## config.mk

```make
export PLATFORM = sky130hd
export DESIGN_NAME = axi_rd_arbiter
export DESIGN_NICKNAME = d
export VERILOG_FILES = /design/src/rtl/axi_rd_arbiter.sv
export SDC_FILE = /design/constraint.sdc
export NUM_CORES = 1
export LEC_CHECK = 0
export ABC_AREA = 0
export CAP_MARGIN = 15
export CORE_AREA = 2 2 120 122
export DETAILED_ROUTE_END_ITERATION = 10
export DIE_AREA = 0 0 122 124
export SLEW_MARGIN = 30
export SYNTH_ARGS = -nofsm -noshare
export SYNTH_HDL_FRONTEND = slang
export SYNTH_SLANG_ARGS = --single-unit
export TNS_END_PERCENT = 1
```

## constraint.sdc

```tcl
create_clock -name clk -period 1.3 [get_ports clk]
set_input_delay 0.13 -clock clk [delete_from_list [all_inputs] [get_ports clk]]
set_output_delay 0.13 -clock clk [all_outputs]
set_load 0.05 [all_outputs]
```

## src/rtl/axi_rd_arbiter.sv

```systemverilog
// axi_rd_arbiter
// Shares one AXI-lite read port between the instruction fetch unit (m0) and
// the load/store unit (m1). Exactly one read is in flight at a time: a master
// address is accepted in IDLE, replayed to memory from a local copy in ADDR,
// and the read data is steered back to the owning master in DATA. Ties are
// broken round-robin, so a fetch unit that never drops arvalid cannot starve
// loads.
module axi_rd_arbiter #(
  parameter int ADDR_W = 32,
  parameter int DATA_W = 64
) (
  input  logic              clk,
  input  logic              rst,
  // master 0: instruction fetch unit
  input  logic              m0_arvalid,
  input  logic [ADDR_W-1:0] m0_araddr,
  output logic              m0_arready,
  output logic              m0_rvalid,
  output logic [DATA_W-1:0] m0_rdata,
  output logic [1:0]        m0_rresp,
  input  logic              m0_rready,
  // master 1: load/store unit
  input  logic              m1_arvalid,
  input  logic [ADDR_W-1:0] m1_araddr,
  output logic              m1_arready,
  output logic              m1_rvalid,
  output logic [DATA_W-1:0] m1_rdata,
  output logic [1:0]        m1_rresp,
  input  logic              m1_rready,
  // shared memory read port
  output logic              s_arvalid,
  output logic [ADDR_W-1:0] s_araddr,
  input  logic              s_arready,
  input  logic              s_rvalid,
  input  logic [DATA_W-1:0] s_rdata,
  input  logic [1:0]        s_rresp,
  output logic              s_rready,
  // status
  output logic              grant,
  output logic              busy
);

  typedef enum logic [1:0] {
    ST_IDLE = 2'd0,
    ST_ADDR = 2'd1,
    ST_DATA = 2'd2
  } state_t;

  state_t            state;
  logic              grant_q;
  logic              last_q;
  logic              s_arvalid_q;
  logic              busy_q;
  logic [ADDR_W-1:0] addr_q;

  logic              req_any;
  logic              winner;
  logic              in_idle;
  logic              in_data;
  logic              owner_rready;

  // A lone requester always wins; when both request, the master that did
  // not win the previous arbitration goes first.
  function automatic logic pick_winner(input logic v0, input logic v1,
                                       input logic last);
    logic w;
    if (v0 && v1) begin
      w = ~last;
    end else begin
      w = v1;
    end
    return w;
  endfunction

  // Arbitration decode: which master would be accepted this cycle.
  always_comb begin
    req_any = m0_arvalid | m1_arvalid;
    winner  = pick_winner(m0_arvalid, m1_arvalid, last_q);
    in_idle = (state == ST_IDLE);
    in_data = (state == ST_DATA);
  end

  // Address-channel acceptance: only in IDLE, and only the winner.
  always_comb begin
    m0_arready = 1'b0;
    m1_arready = 1'b0;
    if (in_idle) begin
      m0_arready = m0_arvalid & ~winner;
      m1_arready = m1_arvalid &  winner;
    end
  end

  // Transaction FSM: capture the winning address, forward it, wait for data.
  always_ff @(posedge clk) begin
    if (rst) begin
      state       <= ST_IDLE;
      grant_q     <= 1'b0;
      last_q      <= 1'b0;
      addr_q      <= '0;
      s_arvalid_q <= 1'b0;
      busy_q      <= 1'b0;
    end else begin
      case (state)
        ST_IDLE: begin
          if (req_any) begin
            state       <= ST_ADDR;
            grant_q     <= winner;
            last_q      <= winner;
            addr_q      <= winner ? m1_araddr : m0_araddr;
            s_arvalid_q <= 1'b1;
            busy_q      <= 1'b1;
          end
        end
        ST_ADDR: begin
          // addr_q is untouched here, so s_araddr holds through any stall
          if (s_arready) begin
            state       <= ST_DATA;
            s_arvalid_q <= 1'b0;
          end
        end
        ST_DATA: begin
          if (s_rvalid && s_rready) begin
            state  <= ST_IDLE;
            busy_q <= 1'b0;
          end
        end
        default: begin
          state       <= ST_IDLE;
          s_arvalid_q <= 1'b0;
          busy_q      <= 1'b0;
        end
      endcase
    end
  end

  // Read-data steering: memory data goes to the owner only; the other
  // master sees no valid and zero data. Outside DATA memory data is dropped.
  always_comb begin
    owner_rready = grant_q ? m1_rready : m0_rready;
    s_rready     = in_data & owner_rready;

    m0_rvalid = 1'b0;
    m0_rdata  = '0;
    m0_rresp  = 2'b00;
    m1_rvalid = 1'b0;
    m1_rdata  = '0;
    m1_rresp  = 2'b00;

    if (in_data) begin
      if (grant_q) begin
        m1_rvalid = s_rvalid;
        m1_rdata  = s_rdata;
        m1_rresp  = s_rresp;
      end else begin
        m0_rvalid = s_rvalid;
        m0_rdata  = s_rdata;
        m0_rresp  = s_rresp;
      end
    end
  end

  assign s_arvalid = s_arvalid_q;
  assign s_araddr  = addr_q;
  assign grant     = grant_q;
  assign busy      = busy_q;

endmodule

```

==> metrics.md <==
| Metric | Value |
|---|---|
| DRT Pass-1 Iters | `4` |
| GR met1 Demand/Resource | `0.222` |
| Avg Cell Area, Syn | `7.65 um^2` |
| Net Count, Synth | `504` |
| Post-synth design cell area | `2800 um^2` |
| Die area | `15100 um^2` |
| Power Total | `6030 uW` |
| Worst VDD drop | `588 uV` |
| Vias after detailed routing | `3866` |
| Worst-path clk slew | `0.06 ns` |
| Pleak | `0.00345 uW` |
| Worst Min Path Start | `rst` |
| Drt total wl | `16700 um` |
| # DRC | `0` |
| Initial core utilization | `0.204` |
| Hold depth | `3` |
| Final estimated routing congestion in global placement | `0.801` |
| Crit start category | `register` |
| Vias/cell | `4.51` |
| H-tree depth | `2` |
| MaxCap Viol Count | `0` |
| Critical path required time | `1.17 ns` |
| CP max FO | `12` |
| Clock root buffer master | `clkbuf_16` |
| Worst stage delay on the critical path | `0.32 ns` |
| Antenna Nets Post-Route | `0` |
| Synth cell types | `27` |
| Final WS setup | `-0.327 ns` |
| # setup viols final | `137` |
| Die W | `122 um` |
| Cell repeated most along the worst path | `buf_12` |
| Final hold slack | `0.289 ns` |
| Worst setup path category | `register to output port` |
| Reg2reg end | `s_araddr[21]` |
| Die Y | `124 um` |
| WP depth | `6` |
| Pwr per Cell Area | `701 nW/um^2` |
| M3 GR Usage | `0.0742` |
| GR peak layer | `met2` |
| Filler-free cell count of the finished design | `857` |
| Final period util | `1.25` |
| Wire per inst | `19.5 um` |
| Reg2reg path depth | `5` |
| Tmin final | `1.63 ns` |
| IO buf count | `309` |
| Core area | `13700 um^2` |
| Initial antenna violation count | `2` |
| Gr usage total | `0.207` |
| Total gr overflow | `0` |
| Worst-margin pin slew | `0.356 ns` |
| R2r startpoint | `state[0]` |
| Status | `finished with violations` |
| DP HPWL | `14000 um` |
| Max Clock Freq | `0.614 GHz` |
| Synth warnings | `0` |
| Synthesized flop and latch total | `37` |
| Critical path's slowest cell | `dfxtp_2` |
| Hold Crit Class | `input pin to register` |
| CTS sink count | `37` |
| Pin count of the biggest net entering global routing | `44` |
| Cell Chain, Critical Path | `nand2b_4, nor2_4, buf_12, buf_12, and2_2, buf_12` |
| CTS tree | `built` |
| CTS Buf Count | `5` |
| Critical path buffers and inverters | `3` |
| Area grow syn2layout | `207%` |
| Post-synthesis cell count | `366` |
| Standard-cell rows | `43` |
| Io pins | `310` |
| Failing checks | `setup timing` |
| R2r setup slk | `0.03 ns` |
| CTS hold repair buffers | `0` |
| Fillers | `1085` |
| Placed insts | `842` |
| Share of layout cells above drive strength 1 | `0.573` |
| Crit path max-delay family | `simple AND/OR/NAND/NOR gates` |
| Clk_skew | `0.00587 ns` |
| Final Max Slew Viols | `0` |
| Clock Latency Late Sink | `0.28 ns` |
| Final Hold Viols | `0` |
| Clock Tree Buf Depth | `2` |
| Unrepaired setup endpoints after global routing | `true` |
| First-pass GRT wire length | `23800 um` |
| Hold Path Sink | `last_q` |
| GR Util met2 | `0.388` |
| Iteration-0 DRC Markers | `123` |
| Crit. End Element | `output port` |
| Worst Path Arrival | `1.50 ns` |
| Max_slew headroom | `0.762` |
| Nets | `812` |
| Register area share after synthesis | `0.265` |
| Vias in the first global route | `3913` |
-- power breakdown --
part           switching (uW)  total, uW  internal [uW]  leakage [uW]
clock network             449       1410            958     0.0000841
registers                 162       1440           1280      0.000309
logic                    1550       3180           1630       0.00306
total                    2160       6030           3870       0.00345
-- placed cells by master, fill, tap and decap left out, types with 3 or more instances in the layout --
cell type / n
a21oi_1: 36
a311oi_2: 30
and2_2: 32
and2_4: 101
buf_12: 180
buf_4: 12
buf_6: 5
clkbuf_16: 8
clkdlybuf4s50_1: 134
dfxtp_1: 34
nand2_1: 67
nor2_4: 3
nor3_4: 3
-- cell usage after synthesis --
cell type | n | area (um^2)
a21bo_2 | 1 | 10.0
a21boi_1 | 1 | 7.51
a21o_1 | 1 | 7.51
a21oi_1 | 36 | 180
a311oi_1 | 2 | 17.5
a311oi_2 | 30 | 450
a31oi_1 | 1 | 6.26
and2_1 | 133 | 832
and3_1 | 1 | 6.26
buf_1 | 1 | 3.75
buf_2 | 12 | 60.1
buf_6 | 4 | 45.0
clkbuf_1 | 19 | 71.3
dfxtp_1 | 37 | 741
inv_1 | 2 | 7.51
mux2i_1 | 1 | 10.0
nand2_1 | 67 | 251
nand2b_1 | 2 | 12.5
nand3_1 | 1 | 5.00
nand3b_1 | 1 | 7.51
nor2_1 | 4 | 15.0
nor2_2 | 1 | 6.26
nor2b_1 | 1 | 6.26
nor3_1 | 3 | 15.0
o21ai_0 | 2 | 10.0
o21bai_1 | 1 | 7.51
or2_0 | 1 | 6.26
-- layer usage --
layer  up-vias  share of wire
li1       1838              -
met1      1823           0.35
met2       185           0.53
met3        20           0.10
met4         0          0.019
met5         -              0
-- what timing repair did --
action / 4_1_cts / 5_1_grt
pin swaps: 5 / 24
gates resized for setup: 13 / 23
endpoints found under the setup margin: 169 / 169
gates cloned: 0 / 4
setup buffers: 0 / 1
-- worst register-to-register path, delay by kind of cell, from the launching register on --
kind | cells | cell delay, ns
compound gates | 2 | 0.35
flops | 1 | 0.32
buf+inv | 2 | 0.34
simple gates | 1 | 0.16
-- final cells by class --
cell class / count / area (um^2) / area share
diodes: 2 / 5.00 / 0.000582
clock buffers: 7 / 143 / 0.0166
clock inverters: 1 / 30.0 / 0.00349
inverters: 2 / 7.51 / 0.000873
multi-input cells: 291 / 2250 / 0.262
flip-flops and latches: 37 / 747 / 0.0869
well taps: 180 / 225 / 0.0262
repair buffers: 337 / 5190 / 0.604
-- logic make-up after synthesis --
| logic type | share of synthesized area |
|---|---|
| buffers and inverters | 0.0671 |
| muxes | 0.00358 |
| DFF | 0.265 |
| AOI/OAI and AO/OA | 0.249 |
| and+or+nand+nor | 0.416 |
-- through the flow --
step / util / setup slack [ns] / setup TNS [ns] / area [um^2]
floorplan: - / -0.153 / -12.46 / 3130
global placement: 0.600 / -0.281 / -10.05 / 8230
detailed placement: 0.600 / -0.350 / -12.04 / 8230
CTS: 0.615 / -0.331 / -39.61 / 8440
global route: 0.627 / -0.390 / -49.81 / 8600
finish: 0.627 / -0.327 / -38.71 / 8600
-- state kept, by name, summed over array words and instances (netlist names) --
register   cells
s_arvalid      1
state          2
busy           1
s_araddr      32
last_q         1
-- worst max-delay path by stage --
stage,from,end,slack (ns)
after floorplan,last_q,m1_arready,-0.15
after global placement,m0_arvalid,s_araddr[23],-0.28
after detailed placement,m1_arvalid,s_araddr[30],-0.35
after CTS,state[0],m0_rdata[8],-0.33
after global routing,state[0],m0_rresp[0],-0.39
final,state[0],m0_rdata[8],-0.33
(Power assumes the default switching activity.)
